`src/rtl/sram_arbiter.sv`:
```
// N-channel arbiter sharing one asynchronous SRAM bank; fixed or round-robin grant,
// registered strobes with WAIT_CYCLES extra strobe cycles and a per-channel completion pulse.
//
// state  | meaning
// IDLE   | waiting for a request; grant is combinational and accepted this cycle
// ACCESS | strobes asserted, wait counter running down to zero
// DONE   | strobes released, write data still driven, resp_valid pulses
module sram_arbiter #(
    parameter int NUM_CH      = 2,
    parameter int ADDR_W      = 20,
    parameter int DATA_W      = 32,
    parameter int WAIT_CYCLES = 1,
    parameter int RR_MODE     = 0
) (
    input  logic                       clk,
    input  logic                       reset,
    input  logic [NUM_CH-1:0]          req_valid,
    input  logic [NUM_CH-1:0]          req_we,
    input  logic [NUM_CH*DATA_W/8-1:0] req_be,
    input  logic [NUM_CH*ADDR_W-1:0]   req_addr,
    input  logic [NUM_CH*DATA_W-1:0]   req_wdata,
    output logic [NUM_CH-1:0]          req_ready,
    output logic [NUM_CH-1:0]          resp_valid,
    output logic [DATA_W-1:0]          resp_rdata,
    output logic                       busy,
    output logic [ADDR_W-1:0]          ram_addr,
    output logic [DATA_W/8-1:0]        ram_be_n,
    output logic                       ram_ce_n,
    output logic                       ram_oe_n,
    output logic                       ram_we_n,
    output logic [DATA_W-1:0]          ram_data_o,
    output logic                       ram_data_oe,
    input  logic [DATA_W-1:0]          ram_data_i
);
    localparam int BE_W = DATA_W / 8;
    localparam int GW   = (NUM_CH > 1) ? $clog2(NUM_CH) : 1;

    typedef enum logic [1:0] {IDLE, ACCESS, DONE} state_t;

    state_t            state_q, state_d;
    logic [GW-1:0]     gnt_q, last_q, gnt_idx;
    logic              gnt_any;
    logic              we_q;
    logic [3:0]        cnt_q;
    logic [DATA_W-1:0] rdata_q;
    logic [ADDR_W-1:0] ram_addr_q;
    logic [BE_W-1:0]   ram_be_n_q;
    logic              ram_ce_n_q, ram_oe_n_q, ram_we_n_q, ram_data_oe_q;
    logic [DATA_W-1:0] ram_data_q;

    logic              sel_we;
    logic [BE_W-1:0]   sel_be;
    logic [ADDR_W-1:0] sel_addr;
    logic [DATA_W-1:0] sel_wdata;

    // Search starts just past the last grant in round-robin, at channel 0 otherwise.
    always_comb begin
        int base;
        int idx;
        gnt_idx = '0;
        gnt_any = 1'b0;
        base    = (RR_MODE != 0) ? int'(last_q) + 1 : 0;
        for (int k = 0; k < NUM_CH; k++) begin
            idx = (base + k) % NUM_CH;
            if (!gnt_any && req_valid[idx]) begin
                gnt_any = 1'b1;
                gnt_idx = GW'(idx);
            end
        end
    end

    assign sel_we    = req_we[gnt_idx];
    assign sel_be    = req_be[int'(gnt_idx)*BE_W +: BE_W];
    assign sel_addr  = req_addr[int'(gnt_idx)*ADDR_W +: ADDR_W];
    assign sel_wdata = req_wdata[int'(gnt_idx)*DATA_W +: DATA_W];

    always_ff @(posedge clk or posedge reset) begin
        if (reset) begin
            state_q       <= IDLE;
            gnt_q         <= '0;
            last_q        <= GW'(NUM_CH - 1);
            we_q          <= 1'b0;
            cnt_q         <= '0;
            rdata_q       <= '0;
            ram_addr_q    <= '0;
            ram_be_n_q    <= '1;
            ram_ce_n_q    <= 1'b1;
            ram_oe_n_q    <= 1'b1;
            ram_we_n_q    <= 1'b1;
            ram_data_q    <= '0;
            ram_data_oe_q <= 1'b0;
        end else begin
            state_q <= state_d;
            case (state_q)
                IDLE: begin
                    if (gnt_any) begin
                        gnt_q         <= gnt_idx;
                        last_q        <= gnt_idx;
                        we_q          <= sel_we;
                        cnt_q         <= 4'(WAIT_CYCLES);
                        ram_addr_q    <= sel_addr;
                        ram_be_n_q    <= ~sel_be;
                        ram_ce_n_q    <= 1'b0;
                        ram_oe_n_q    <= sel_we;
                        ram_we_n_q    <= ~sel_we;
                        ram_data_oe_q <= sel_we;
                        if (sel_we) begin
                            ram_data_q <= sel_wdata;
                        end
                    end
                end
                ACCESS: begin
                    if (cnt_q == '0) begin
                        if (!we_q) begin
                            rdata_q <= ram_data_i;
                        end
                        ram_ce_n_q <= 1'b1;
                        ram_oe_n_q <= 1'b1;
                        ram_we_n_q <= 1'b1;
                    end else begin
                        cnt_q <= cnt_q - 4'd1;
                    end
                end
                DONE: begin
                    ram_data_oe_q <= 1'b0;
                    ram_be_n_q    <= '1;
                end
                default: ;
            endcase
        end
    end

    always_comb begin
        state_d = state_q;
        case (state_q)
            IDLE:    if (gnt_any) state_d = ACCESS;
            ACCESS:  if (cnt_q == '0) state_d = DONE;
            DONE:    state_d = IDLE;
            default: state_d = IDLE;
        endcase
    end

    always_comb begin
        req_ready  = '0;
        resp_valid = '0;
        if (state_q == IDLE && gnt_any) begin
            req_ready[gnt_idx] = 1'b1;
        end
        if (state_q == DONE) begin
            resp_valid[gnt_q] = 1'b1;
        end
        busy = (state_q != IDLE);
    end

    assign resp_rdata  = rdata_q;
    assign ram_addr    = ram_addr_q;
    assign ram_be_n    = ram_be_n_q;
    assign ram_ce_n    = ram_ce_n_q;
    assign ram_oe_n    = ram_oe_n_q;
    assign ram_we_n    = ram_we_n_q;
    assign ram_data_o  = ram_data_q;
    assign ram_data_oe = ram_data_oe_q;

endmodule

```
`config.mk`:
```
export PLATFORM = sky130hd
export DESIGN_NAME = sram_arbiter
export DESIGN_NICKNAME = d
export VERILOG_FILES = /design/src/rtl/sram_arbiter.sv
export SDC_FILE = /design/constraint.sdc
export NUM_CORES = 1
export LEC_CHECK = 0
export BUFFER_PORTS_ARGS = -buffer_cell sky130_fd_sc_hd__buf_2
export CORE_AREA = 2 2 109 111
export DETAILED_ROUTE_END_ITERATION = 8
export DIE_AREA = 0 0 111 113
export GPL_ROUTABILITY_DRIVEN = 0
export HOLD_SLACK_MARGIN = 0.05
export MAX_ROUTING_LAYER = met4
export PLACE_DENSITY = 0.72
export SKIP_LAST_GASP = 1
export SLEW_MARGIN = 20
export SYNTH_ARGS = -nofsm -noshare
export SYNTH_HDL_FRONTEND = slang
export SYNTH_SLANG_ARGS = --single-unit
export TNS_END_PERCENT = 5
```
`constraint.sdc`:
```
create_clock -name clk -period 9.2 [get_ports clk]
set_input_delay 1.38 -clock clk [delete_from_list [all_inputs] [get_ports clk]]
set_output_delay 1.38 -clock clk [all_outputs]
set_load 0.01 [all_outputs]
```
* Yosys cells after proc, flatten, opt, wreduce, memory -nomap -nowiden
Cells that the tools add are included.
** Operators by class
- $mul :: 1
- Add/subtract/negate cells :: 1
- Order comparisons :: 4
- Reductions and logical operators :: 17
- Mux-type cells :: 27
- Div/mod/pow operators :: 0
- Equal/unequal tests :: 5
- Shift operators :: 3
- Bitwise logic cells :: 3
** Operators by type and width (count)
- $shiftx 64x7->32 :: 1
- $shiftx 40x7->20 :: 1
- $pmux 4 s2 :: 2
- $mux 4 :: 3
- $reduce_and 3->1 :: 4
- $mux 1 :: 11
- $mux 2 :: 4
- $pmux 1 s2 :: 4
- $shiftx 8x4->4 :: 1
- $ne 2x2->1 const B :: 3
- $reduce_and 2->1 :: 3
- $reduce_bool 2->1 :: 3
- $logic_and 1x1->1 :: 4
- $logic_not 4->1 :: 1
- $lt 1x2->1 const B :: 2
- $mul 1x3->4 const B :: 1
- $not 4->4 :: 1
- $pmux 2 s2 :: 1
- $sub 4x1->4 const B :: 1
- $demux 1 s1 :: 2
- $eq 2x1->1 const B :: 1
- $eq 2x2->1 const B :: 1
- $ge 1x1->1 const B :: 2
- $logic_not 2->1 :: 1
- 2 further kinds :: 3
** Word-level totals
- Bits in latches :: 0
- Output and inout port bits :: 97
- Memory bits (writable) :: 0
- Word-level logic and storage cells :: 73
- Flip-flop bits (word level) :: 100
- Bits in read-only memories :: 0
- Memories kept :: 0
- Input port bits :: 150

* Longest topological paths before layout
- Word-level depth :: 9
- Mapped depth :: 6
- Mapped depth without buffers :: 6

* Worst setup path before layout
No wires, ideal clock.
- Kind :: in2out
- Start :: input req_valid[0]
- End :: output req_ready[1]
- Cell stages on the path :: 2
- Path slack :: 5.825 ns
- Path buffers :: 1
- Required time :: 7.820 ns
- Arrival :: 1.995 ns
- Cells stage by stage :: nor4b_1 > clkbuf_1
** Between the ends
- Cells in the longest elaborated chain, start to end :: 9
- Elaborated cells between the ends (all ways) :: 12
- Those cells by class :: 2 x order compare; 6 x mux; 4 x reduce/logical
** Ends and longest elaborated chain
- start, declared :: line 17 : input logic [NUM_CH-1:0] req_valid,
- $mux 1 * :: line 65 : if (!gnt_any && req_valid[idx]) begin
- $logic_not 1->1 :: line 65
- $logic_and 1x1->1 :: line 65
- $mux 1 :: line 65
- $lt 1x2->1 (implied by the code) / $ge 1x1->1 (equally long branches) :: line 147 : req_ready[gnt_idx] = 1'b1;
- $logic_and 1x1->1 (implied by the code) :: line 147
- $mux 1 (implied by the code) :: line 147
- $demux 1 s1 :: line 147
- $mux 2 * :: line 146 : if (state_q == IDLE && gnt_any) begin
- end, declared :: line 22 : output logic [NUM_CH-1:0] req_ready,
Mark *: on every way between the ends. The rest lies on a longest branch, timed or not.

* Worst setup path in the final report
Ends and elaborated chain as after synthesis.

==> results.cfg <==
[placed_design]
dp_hpwl_um = 8160
io_buffers = 246
dpl_cell_area_um2 = 5770

[clock_network]
clock_path_buffers = 2
worst_skew_pair.late_latency_ns = 0.34
cts_setup_buffers = 0
cts.sinks = 100
cts_tree = done
cts_hold_buffers = 0
cts_buffers = 9
root_buffer = clkbuf_16
post_cts_resized = 0
cts_max_level = 3
clk_pin_slew_ns = 0.06

[synth]
yosysTopAreaCell = dfrtp_1
ys_seq_area_share_pct = 56.6
avgSynthCellArea_um2 = 14.2
synthArstFlopShare_pct = 100
syn_area_um2 = 4440
synth_flop_cell = dfrtp_1
synth_mux_area_share_pct = 26.1
yosysUniqueCellTypes = 37
ys_seq_elements = 100
synth.top_cell.area_share_pct = 52.5
synth_top_family_by_area = multiplexers
ys_warn_count = 0
syn_nets = 463
synth_compound_area_share_pct = 7.81
synth_fa_ha_area_share_pct = 0.282
synth_edf_count = 0
synthCells = 312
synthSimpleGateAreaFrac_pct = 5.67
synth_xor_area_share_pct = 0
ys_top_cells_by_area = dfrtp_1, mux2_2, a221o_1, dfstp_2, and2_1

[finish]
n_antenna_cell = 0
mostFrequentLayoutCells = buf_2, mux2_2, dfrtp_1
multiInputGateArea_um2 = 1790
final_common_cell = buf_2
final_nets = 707
nFillCells = 981
fin_area_um2 = 6070
drive_gt1_share_pct = 67.5
syn_to_final_growth_pct = 36.9
regArea_um2 = 2510

[status]
status = completed

[critical_path]
end_kind = primary output
slowest_delay_ns = 0.25
crit_top_cell = buf_2
crit_fanout = 21
slowest_stage = buf_4
cp.buffers_inverters = 3
start_kind = input pin
critPathTopFamily = buffers and inverters
cp.required_ns = 7.82
arrival_ns = 2.17
r2r-start = state_q[1]
crit_type = in -> out
crit_chain = buf_2 > nor4b_2 > buf_4 > buf_2
startpoint = req_valid[0]

[die]
start_util_pct = 39.3
rows = 39
die_y_um = 113
dieArea_um2 = 12500
fp.dieW_um = 111
boundaryPins = 247
core_um2 = 11300

[timing]
hold_viol = 0
grt_setup_unrepaired = false
period_needed_ns = 3.55
min_period_over_period_pct = 38.6
finalSetupTns_ns = 0
skew_ns = 0.00793
maxSlewHeadroom_pct = 35.5
setup_viol = 0
worst_slew_pin_slew_ns = 0.968
drv_slew = 0
fmax_ghz = 0.282

[routing]
postRouteWirelength_um = 10800
drc = 0
ant_nets = 0
vias_per_cell = 4.94
drtIter0Drc = 120
first_pass_iters = 4
via_count = 3472
wl_per_cell_um = 15.4

[worst_hold_path]
hp-class = reg -> reg
min_from = ram_we_n

[power_and_ir_drop]
ir_drop_uv = 148
p_per_area_nw_per_um2 = 322
p_leak_nw = 3.01

[grt]
grt_pass1_wl_um = 17000
gr-total-overflow = 0
grt_use_total_pct = 17.5
grt_pass1_vias = 3529
grt_max_degree = 56
antenna_found_initial = 0

[job]
max_cap_viol_count = 0
metal layers:
layer	global-route usage [%]	vias up	wire length, um
met3	4.34	18	604
met2	31.3	137	5740
li1	-	1632	-
met4	6.00	0	194
met5	-	-	0
met1	19.2	1685	4270
Yosys cell counts (3+ instances only):
| cell type | count |
|---|---|
| a221o_1 | 20 |
| and2_1 | 21 |
| buf_2 | 5 |
| buf_6 | 6 |
| clkbuf_1 | 5 |
| dfrtp_1 | 93 |
| dfstp_2 | 7 |
| inv_1 | 7 |
| mux2_2 | 99 |
| nand2b_1 | 3 |
| nor2_1 | 6 |
| o211ai_1 | 4 |
| o21ai_0 | 6 |
state kept, by name, summed over array words and instances (netlist names):
register and count:
ram_data_oe 1, resp_rdata 32, cnt_q 4, ram_data_o 32, ram_oe_n 1, gnt_q 1, we_q 1, ram_be_n 4
state_q 2, ram_ce_n 1, ram_addr 20, ram_we_n 1
per-stage QoR:
stage	util [%]	cells	hold slack (ns)	power [W]	setup slack [ns]
floorplan	-	312	0.463	0.00128	5.21
CTS	53.8	703	0.488	0.00198	5.64
global placement	51.2	688	0.467	0.00158	5.70
finish	53.9	703	0.484	0.00196	5.65
detailed placement	51.2	688	0.482	0.00161	5.65
global route	53.9	703	0.509	0.00209	5.58
final timing paths:
kind,to,slack (ns),depth (start not counted)
max,req_ready[1],5.65,4
min,ram_we_n,0.48,2
max reg2reg,ram_data_o[11],7.11,4
min reg2reg,ram_we_n,0.48,2
max in group asynchronous,ram_data_o[0],6.98,3
min in group asynchronous,resp_rdata[8],1.09,2
power by group:
| group | total, W | internal (W) | switching (W) |
|---|---|---|---|
| clock network | 0.000369 | 0.000216 | 0.000153 |
| registers | 0.000786 | 0.000672 | 0.000113 |
| logic | 0.000803 | 0.000412 | 0.000391 |
worst reg2reg max path, stage by stage, from the launching register on:
cell     delay, ns
dfrtp_1       0.42
nor2_1        0.33
o21a_1        0.40
buf_4         0.41
mux2_2        0.41
cell families after synthesis:
family / count (synthesis)
AO/OA/AOI/OAI: 42
buffers and inverters: 26
AND/OR/NAND/NOR: 40
flip-flops: 100
adder cells (fa/ha/maj): 1
multiplexers: 103
cell type report:
class                           count  area share [%]
Tap cell                          143            2.95
Multi-Input combinational cell    186            29.4
Sequential cell                   100            41.4
Timing Repair Buffer              251            20.9
Clock buffer                       11            4.00
Inverter                            8           0.536
Clock inverter                      4           0.824
(Power assumes the default switching activity.)
